==> src/rtl/irq_ctl_if.sv <==
// Core-side bus and interrupt handshake seen by the interrupt controller.
// The slave modport is the controller; the master modport is the core/testbench side.
interface irq_ctl_if #(
    parameter int unsigned NSRC = 8
);
    logic [31:0]     addr_i;
    logic [31:0]     din_i;
    logic [3:0]      wr_en_i;
    logic [31:0]     dout_o;
    logic [NSRC-1:0] irq_src_i;
    logic            irq_o;
    logic [31:0]     irq_addr_o;
    logic            iack_i;

    modport slave (
        input  addr_i, din_i, wr_en_i, irq_src_i, iack_i,
        output dout_o, irq_o, irq_addr_o
    );

    modport master (
        output addr_i, din_i, wr_en_i, irq_src_i, iack_i,
        input  dout_o, irq_o, irq_addr_o
    );
endinterface

==> src/rtl/irq_ctl.sv <==
// Memory-mapped interrupt controller: latches source edges, prioritises the lowest
// enabled index, and holds one request to the core until acknowledged.
module irq_ctl #(
    parameter int unsigned NSRC      = 8,
    parameter logic [31:0] BASE_ADDR = 32'h0000_F000,
    parameter int unsigned VEC_SHIFT = 4,
    parameter logic [31:0] RST_VEC   = 32'h0000_0050
) (
    input logic       clk,
    input logic       rst,
    irq_ctl_if.slave  bus
);
    typedef enum logic [1:0] {IDLE, REQ, INSRV} state_t;

    localparam logic [31:0] VMASK = ~((32'd1 << VEC_SHIFT) - 32'd1);

    state_t          state, state_nxt;
    logic [NSRC-1:0] pend, mask, src_d, edge_v, elig, w1c, ack_clr;
    logic [31:0]     vbase, bmask, rdata, irq_addr_nxt;
    logic [3:0]      win, cur_idx;
    logic [4:0]      off;
    logic            hit, wr, have, ack, eoi, irq_nxt;

    assign hit  = (bus.addr_i[31:5] == BASE_ADDR[31:5]);
    assign off  = bus.addr_i[4:0];
    assign wr   = hit && (bus.wr_en_i != 4'b0);
    assign edge_v = bus.irq_src_i & ~src_d;
    assign elig = pend & mask;
    assign have = |elig;

    for (genvar b = 0; b < 4; b++) begin : g_bmask
        assign bmask[8*b +: 8] = {8{bus.wr_en_i[b]}};
    end

    // Descending scan so the lowest set index is the last one assigned
    always_comb begin
        win = '0;
        for (int i = NSRC - 1; i >= 0; i--)
            if (elig[i]) win = 4'(i);
    end

    assign ack     = (state == REQ) && have && bus.iack_i;
    assign eoi     = wr && (off == 5'h10) && (state == INSRV);
    assign w1c     = (wr && off == 5'h00) ? (bmask[NSRC-1:0] & bus.din_i[NSRC-1:0]) : '0;
    assign ack_clr = ack ? (NSRC'(1) << win) : '0;

    always_comb begin
        rdata = '0;
        if (hit) begin
            case (off)
                5'h00:   rdata = 32'(pend);
                5'h04:   rdata = 32'(mask);
                5'h08:   rdata = vbase;
                5'h0C:   rdata = {(state == INSRV), 27'b0, cur_idx};
                default: rdata = '0;
            endcase
        end
    end

    // FSM: state register plus registered outputs
    always_ff @(posedge clk) begin
        if (rst) begin
            state          <= IDLE;
            bus.irq_o      <= 1'b0;
            bus.irq_addr_o <= RST_VEC;
        end else begin
            state          <= state_nxt;
            bus.irq_o      <= irq_nxt;
            bus.irq_addr_o <= irq_addr_nxt;
        end
    end

    always_comb begin
        state_nxt = state;
        case (state)
            IDLE:    if (have) state_nxt = REQ;
            REQ:     if (!have) state_nxt = IDLE;
                     else if (bus.iack_i) state_nxt = INSRV;
            INSRV:   if (eoi) state_nxt = IDLE;
            default: state_nxt = IDLE;
        endcase
    end

    // Vector tracks the current winner while requesting, otherwise holds
    always_comb begin
        irq_nxt      = (state_nxt == REQ);
        irq_addr_nxt = bus.irq_addr_o;
        if (state_nxt == REQ)
            irq_addr_nxt = vbase + (32'(win) << VEC_SHIFT);
    end

    always_ff @(posedge clk) begin
        if (rst) begin
            pend       <= '0;
            mask       <= '0;
            vbase      <= RST_VEC;
            src_d      <= '0;
            cur_idx    <= '0;
            bus.dout_o <= '0;
        end else begin
            src_d      <= bus.irq_src_i;
            bus.dout_o <= rdata;
            // New edges override a same-cycle W1C or acknowledge clear
            pend       <= (pend & ~w1c & ~ack_clr) | edge_v;
            if (ack) cur_idx <= win;
            if (wr && off == 5'h04)
                mask <= (mask & ~bmask[NSRC-1:0]) | (bus.din_i[NSRC-1:0] & bmask[NSRC-1:0]);
            if (wr && off == 5'h08)
                vbase <= ((vbase & ~bmask) | (bus.din_i & bmask)) & VMASK;
        end
    end
endmodule

==> src/flat_wrapper.sv <==
// flat-port wrapper written by rule: the top's interface ports become plain ports
module irq_ctl_flat 
#(
    parameter int unsigned NSRC      = 8,
    parameter logic [31:0] BASE_ADDR = 32'h0000_F000,
    parameter int unsigned VEC_SHIFT = 4,
    parameter logic [31:0] RST_VEC   = 32'h0000_0050
)
  (clk, rst, bus_addr_i, bus_din_i, bus_wr_en_i, bus_irq_src_i, bus_iack_i, bus_dout_o, bus_irq_o, bus_irq_addr_o);
  irq_ctl_if #(.NSRC(NSRC)) bus_i ();
  input logic clk;
  input logic rst;
  input wire logic [$bits(bus_i.addr_i)-1:0] bus_addr_i;
  input wire logic [$bits(bus_i.din_i)-1:0] bus_din_i;
  input wire logic [$bits(bus_i.wr_en_i)-1:0] bus_wr_en_i;
  input wire logic [$bits(bus_i.irq_src_i)-1:0] bus_irq_src_i;
  input wire logic [$bits(bus_i.iack_i)-1:0] bus_iack_i;
  output wire logic [$bits(bus_i.dout_o)-1:0] bus_dout_o;
  output wire logic [$bits(bus_i.irq_o)-1:0] bus_irq_o;
  output wire logic [$bits(bus_i.irq_addr_o)-1:0] bus_irq_addr_o;
  assign bus_i.addr_i = bus_addr_i;
  assign bus_i.din_i = bus_din_i;
  assign bus_i.wr_en_i = bus_wr_en_i;
  assign bus_i.irq_src_i = bus_irq_src_i;
  assign bus_i.iack_i = bus_iack_i;
  assign bus_dout_o = bus_i.dout_o;
  assign bus_irq_o = bus_i.irq_o;
  assign bus_irq_addr_o = bus_i.irq_addr_o;
  irq_ctl #(.NSRC(NSRC), .BASE_ADDR(BASE_ADDR), .VEC_SHIFT(VEC_SHIFT), .RST_VEC(RST_VEC)) u_core (.clk(clk), .rst(rst), .bus(bus_i));
endmodule
==> config.mk <==
export PLATFORM = sky130hd
export DESIGN_NAME = irq_ctl_flat
export DESIGN_NICKNAME = d
export VERILOG_FILES = /design/src/rtl/irq_ctl_if.sv /design/src/rtl/irq_ctl.sv /design/src/flat_wrapper.sv
export SDC_FILE = /design/constraint.sdc
export NUM_CORES = 1
export LEC_CHECK = 0
export ABC_AREA = 0
export BUFFER_PORTS_ARGS = -buffer_cell sky130_fd_sc_hd__buf_2
export CORE_MARGIN = 3
export CORE_UTILIZATION = 30
export CTS_BUF_LIST = sky130_fd_sc_hd__clkbuf_4 sky130_fd_sc_hd__clkbuf_8
export CTS_CLUSTER_DIAMETER = 150
export DETAILED_ROUTE_END_ITERATION = 10
export PLACE_DENSITY = 0.55
export SLEW_MARGIN = 20
export SYNTH_ARGS = -nofsm -noshare
export SYNTH_HDL_FRONTEND = slang
export SYNTH_SLANG_ARGS = --single-unit
export TNS_END_PERCENT = 50
==> constraint.sdc <==
create_clock -name clk -period 3.8 [get_ports clk]
set_input_delay 1.14 -clock clk [delete_from_list [all_inputs] [get_ports clk]]
set_output_delay 1.14 -clock clk [all_outputs]
set_load 0.02 [all_outputs]
==> flow_summary.toml, run 1 <==
[setup_path]
r2r_setup_slack_ns = 0.73
cp.required_ns = 4.15
cp.arrival_ns = 3.43
start_kind = "flop"
worst_r2r_endpoint = "u_core.bus.irq_addr_o[12]"
crit_type = "flop to flop"
worstPathMaxFanout = 8
critPathCaptureType = "flop"
ff2ff_path_depth = 11
timing.rr.start = "u_core.pend[6]"

[timing]
rsz0062_at_grt = "no"
worstMarginPinSlew_ns = 0.774
clock_skew_ns = 0.00975
maxSlewViolCount = 0
fin_crit_sh_pct = 80.9
post-route-min-period_ns = 3.07
finalWorstSetupSlack_ns = 0.725
setup_tns_ns = 0
setup_viol = 0
fmax_mhz = 325
finalHoldViolations = 0
relSlewSlack_pct = 47.9

[clocking]
clk_latency_ns = 0.44
clkSinkCount = 118
hold_buffers = 0
cts_max_level = 4
cts_resized = 0
cts_tree = "yes"
cts.clk_slew.worst_paths_ns = 0.07
cts_buffers = 17
cts_setup_buffers = 0
clock-root-buffer = "clkbuf_8"
clockBufferDepth = 2

[route]
drt_iter0_markers = 225
drt-met1-wl_um = 6710
firstDrtPassIters = 5
final_antenna_net_count = 0
num_vias = 4418
drcViolationCount = 0
wl_met3_um = 1120
wl_per_cell_um = 16.3
routed-wl-met2_um = 6800
routed_via_density = 4.87
wirelength_um = 14800
top_layer_used = "met4"

[finish]
drive_above_1_share_pct = 30.0
final_cell_mix = "buf_2 (139), dfxtp_1 (118), nor2_1 (59)"
n_antenna_cell = 0
num-fill-cells = 1670
final_common_cell = "buf_2"
final_cell_count_no_fill = 907
area_growth_pct = 26.8
num-nets-final = 761

[global_routing]
grt_use_total_pct = 16.4
grt_pass1_vias = 4501
grt_max_degree = 52
grt-ovfl-total = 0
antenna_found_initial = 0
grt_pass1_wl_um = 23400

[floorplanning]
die_y_um = 136
row_count = 46
initial_core_util_pct = 31.3
dieArea_um2 = 18500
fp.dieW_um = 136
design.core.area_um2 = 16200
ios = 144

[outcome]
status = "finished, final reports clean"

[placed_design]
dpl_worst_slack_ns = 0.559
dp_cells = 875
dp_hpwl_um = 11000
gp_congestion = 0.791
placement.io_buffers = 139

[synth]
yosys_warnings = 0
synth_top_area_share_pct = 46.7
synth_seq_area_share_pct = 46.7
ys_top_cells_by_area = "dfxtp_1 (47%), mux2i_1 (8.5%), nor2_1 (4.4%), xnor2_1 (3.6%), a21oi_1 (3.3%)"
synth_cells = 530
synth_flop_cell = "dfxtp_1"
synth_area_um2 = 5060
syn_avg_cell_area_um2 = 9.55
synth_cell_types = 54
yosys.area.top_type = "dfxtp_1"
synth_edf_count = 0
synth_seq_cells = 118
synthArstFlopShare_pct = 0

[worst_hold_path]
hold_end = "u_core.bus.irq_addr_o[7]"
min_from = "u_core.bus.irq_addr_o[7]"
hold_path_depth = 2
min-delay-path-class = "flop to flop"

[job]
drv_cap = 0

[power_and_ir_drop]
p_leak_nw = 2.63
power_density_nw_per_um2 = 396
peakVddDrop_mv = 0.221
==> worst max path at each step <==
stage | startpoint | to | slack, ns | cells past startpoint
floorplan | bus_addr_i[23] | u_core.bus.dout_o[10] | 1.03 | 6
global placement | bus_addr_i[1] | u_core.bus.dout_o[10] | 0.60 | 6
detailed placement | bus_addr_i[7] | u_core.bus.dout_o[8] | 0.56 | 6
CTS | u_core.pend[6] | u_core.bus.irq_addr_o[12] | 0.68 | 11
global route | u_core.pend[4] | u_core.bus.irq_addr_o[28] | 0.44 | 9
finish | u_core.pend[6] | u_core.bus.irq_addr_o[12] | 0.73 | 11
==> per-stage QoR <==
step | area, µm² | total power, mW | utilization, % | hold WS (ns)
after floorplan | 5070 | 1.34 | - | 0.429
after global placement | 6010 | 1.40 | 37.2 | 0.446
after detailed placement | 6010 | 1.40 | 37.2 | 0.446
after CTS | 6420 | 2.57 | 39.7 | 0.461
after global routing | 6420 | 2.64 | 39.7 | 0.481
final | 6420 | 2.54 | 39.7 | 0.455
==> layout make-up <==
class / instances / area (µm²) / share of cell area (%)
Clock buffer: 23 / 310 / 4.83
Clock inverter: 9 / 97.6 / 1.52
Inverter: 13 / 48.8 / 0.760
Multi-Input combinational cell: 376 / 2540 / 39.5
Sequential cell: 118 / 2360 / 36.8
Tap cell: 216 / 270 / 4.21
Timing Repair Buffer: 152 / 793 / 12.4
==> Yosys cell counts (all sizes together), types with 3 or more instances <==
| library cell | n |
|---|---|
| inv | 13 |
| nand4 | 8 |
| nor3 | 16 |
| clkbuf | 15 |
| mux2i | 43 |
| xnor2 | 21 |
| xor2 | 5 |
| a41o | 4 |
| a211oi | 6 |
| nand3 | 11 |
| and2 | 20 |
| nor2b | 15 |
| o211ai | 3 |
| a22oi | 7 |
| o21ai | 25 |
| mux2 | 3 |
| ha | 3 |
| a21o | 3 |
| nor4 | 19 |
| or4 | 4 |
| nand2 | 31 |
| nand3b | 6 |
| a22o | 3 |
| buf | 11 |
| dfxtp | 118 |
| nor2 | 59 |
| a21oi | 33 |
| nand2b | 5 |
==> cells by family after synthesis <==
kind of cell	count (synthesis)	synth area share, %
mux	46	9.17
compound gates	93	11.4
buf+inv	39	3.44
other cells	1	0.0741
flops	118	46.7
simple gates	203	23.6
xor+xnor	26	4.50
fa+ha+maj	4	1.14
==> power breakdown <==
group	internal, mW	switching, mW
clock network	0.670	0.494
logic	0.0525	0.0627
registers	1.25	0.0113
==> per-layer routing <==
| layer | vias up | GRT usage [%] |
|---|---|---|
| li1 | 2152 | - |
| met1 | 2082 | 20.9 |
| met2 | 169 | 26.5 |
| met3 | 15 | 5.07 |
| met4 | 0 | 5.15 |
| met5 | - | 0 |
==> critical path, stage by stage, from the launching register on <==
cell	delay (ns)
dfxtp_1	0.40
nand2_1	0.08
a32o_1	0.27
a222oi_1	0.40
nor2_1	0.10
ha_1	0.24
fa_1	0.41
a21o_1	0.20
nand3_1	0.36
nor2_1	0.14
xnor2_1	0.16
a211oi_1	0.24
Note: power is estimated with default switching activity, not from simulation.
==> inputs of run 2 (changes only) <==
==> constraint.sdc (replaced) <==
create_clock -name clk -period 3.1 [get_ports clk]
set_input_delay 0.93 -clock clk [delete_from_list [all_inputs] [get_ports clk]]
set_output_delay 0.93 -clock clk [all_outputs]
set_load 0.02 [all_outputs]
==> run 2 against run 1 <==
Against the previous run:
- die area unchanged
- clock power rose by 29%
- first-iteration DRC count fell by 4.0%
- via count rose by 1.0%
- clock skew grew 0.00051 ns
- cell count increased by 0.55%
- setup slack got worse by 0.40 ns
- core utilization rose by 0.52 points
- register-to-register slack lost 0.40 ns
- sequential cell count did not move
- sequential share of layout area down 0.47 points
- worst hold slack gained 0.0028 ns
==> flow_summary.toml, run 2 (synthesis results as in run 1) <==
[clocking]
cts.clk_slew.worst_paths_ns = 0.07
clock-root-buffer = "clkbuf_8"
cts_setup_buffers = 0
clkSinkCount = 118
hold_buffers = 0
cts_tree = "yes"
cts_max_level = 4
cts_buffers = 17
clockBufferDepth = 2
clk_latency_ns = 0.44

[setup_path]
slowest_stage = "fa_1"
start_kind = "flop"
slowest_delay_ns = 0.41
r2r_setup_slack_ns = 0.32
cp.arrival_ns = 3.12
worst_r2r_endpoint = "u_core.bus.irq_addr_o[10]"
critPathCaptureType = "flop"
ff2ff_path_depth = 11
worst_path_most_repeated_cell = "nand2_1"
cp.required_ns = 3.45
crit_type = "flop to flop"
timing.rr.start = "u_core.pend[6]"
worstPathMaxFanout = 4
crit_path_cell_trace = "nand2_1 -> a32o_1 -> a222oi_1 -> nor2_1 -> ha_1 -> fa_1 -> a21o_1 -> and3_1 -> nand2_1 -> xor2_1 -> a211oi_1"

[placed_design]
dpl_worst_slack_ns = 0.156
placement.io_buffers = 139
gp_congestion = 0.837
dp_cells = 881
dp_hpwl_um = 11200

[power_and_ir_drop]
power_frac_comb_pct = 4.5
p_leak_nw = 2.66
intPower_mw = 2.47
seq_power_share_pct = 48.4
p_clk_share_pct = 47.1
sw_frac_of_total_pct = 22.7
p_sw_mw = 0.725
p_total_mw = 3.19
power_density_nw_per_um2 = 491
peakVddDrop_mv = 0.261

[worst_hold_path]
hold_end = "u_core.bus.irq_addr_o[7]"
min-delay-path-class = "flop to flop"
hold_path_depth = 2
min_from = "u_core.bus.irq_addr_o[7]"

[global_routing]
gr-usage-met1_pct = 21.4
grt_pass1_vias = 4592
grt_use_total_pct = 16.8
grt.busiest_layer = "met2"
grt-ovfl-total = 0
grt_pass1_wl_um = 24100
use_met2_pct = 26.8
grt_util_met3_pct = 5.07
antenna_found_initial = 0
grt_max_degree = 60

[timing]
finalHoldViolations = 0
post-route-min-period_ns = 2.78
clock_skew_ns = 0.0103
setup_viol = 0
hold-worst-slack_ns = 0.458
fin_crit_sh_pct = 89.6
fmax_mhz = 360
rsz0062_at_grt = "no"
relSlewSlack_pct = 50.4
setup_tns_ns = 0
maxSlewViolCount = 0
worstMarginPinSlew_ns = 0.736
finalWorstSetupSlack_ns = 0.324

[floorplanning]
fp.dieW_um = 136
dieArea_um2 = 18500
row_count = 46
ios = 144
design.core.area_um2 = 16200
initial_core_util_pct = 31.3
die_y_um = 136

[finish]
num-fill-cells = 1651
drive_above_1_share_pct = 30.6
num-nets-final = 767
n_antenna_cell = 0
final_cell_mix = "buf_2 (139), dfxtp_1 (118), nor2_1 (59)"
area_growth_pct = 28.5
multi_input_area_um2 = 2540
final_common_cell = "buf_2"
final_cell_count_no_fill = 912
regArea_um2 = 2360

[route]
drcViolationCount = 0
wl_per_cell_um = 16.5
final_antenna_net_count = 0
num_vias = 4462
routed_via_density = 4.89
wirelength_um = 15000
drt_iter0_markers = 216
firstDrtPassIters = 5

[outcome]
status = "finished, final reports clean"

[job]
drv_cap = 0
==> run 2: cell types whose count changed in the layout (fill, tap and decap cells not counted), moves of 2 or more <==
cell	change
clkbuf_8	-2
buf_4	+5
clkinv_4	+2
clkinv_2	-6
clkinvlp_4	+3
==> run 2: worst max-delay path, delay by kind of cell, from the launching register on <==
| family | cells | cell delay [ns] |
|---|---|---|
| flip-flops | 1 | 0.37 |
| AO/OA/AOI/OAI | 4 | 1.11 |
| XOR/XNOR | 1 | 0.06 |
| adder cells (fa/ha/maj) | 2 | 0.65 |
| AND/OR/NAND/NOR | 4 | 0.51 |
==> run 2: repair_timing <==
item	4_1_cts	5_1_grt
gates resized for setup	0	1
endpoints found under the setup margin	0	1
hold endpoints to repair	0	0
==> run 2: area by class of cell <==
type	instances	area share [%]
Tap cell	216	4.16
Clock inverter	10	2.25
Multi-Input combinational cell	376	39.1
Clock buffer	21	4.35
Timing Repair Buffer	158	13.1
Inverter	13	0.750
Sequential cell	118	36.3
==> run 2: through the flow <==
stage / area [µm²] / utilization (%)
global placement: 6070 / 37.5
global route: 6500 / 40.2
CTS: 6500 / 40.2
floorplan: 5070 / -
detailed placement: 6070 / 37.5
finish: 6500 / 40.2
==> run 2: power by group through the flow <==
stage / registers, mW / logic [mW] / clock network [mW]
6_report: 1.54 / 0.142 / 1.50
5_1_grt: 1.55 / 0.158 / 1.62
4_1_cts: 1.54 / 0.144 / 1.55
3_5_place_dp: 1.58 / 0.143 / 0
3_3_place_gp: 1.58 / 0.140 / 0
2_1_floorplan: 1.57 / 0.0669 / 0
==> run 2: worst max path at each step <==
| stage | startpoint | endpoint | slack [ns] |
|---|---|---|---|
| final | u_core.pend[6] | u_core.bus.irq_addr_o[10] | 0.32 |
| after global routing | u_core.pend[6] | u_core.bus.irq_addr_o[12] | 0.14 |
| after CTS | u_core.pend[6] | u_core.bus.irq_addr_o[12] | 0.23 |
| after floorplan | u_core.pend[6] | u_core.bus.irq_addr_o[12] | 0.36 |
| after detailed placement | bus_addr_i[1] | u_core.bus.dout_o[26] | 0.16 |
| after global placement | bus_addr_i[1] | u_core.bus.dout_o[28] | 0.14 |
==> run 2: per-layer routing <==
layer,wire length [µm],up-vias
met3,1250,15
met1,6620,2088
met4,185,0
met5,0,-
met2,6990,174
li1,-,2185
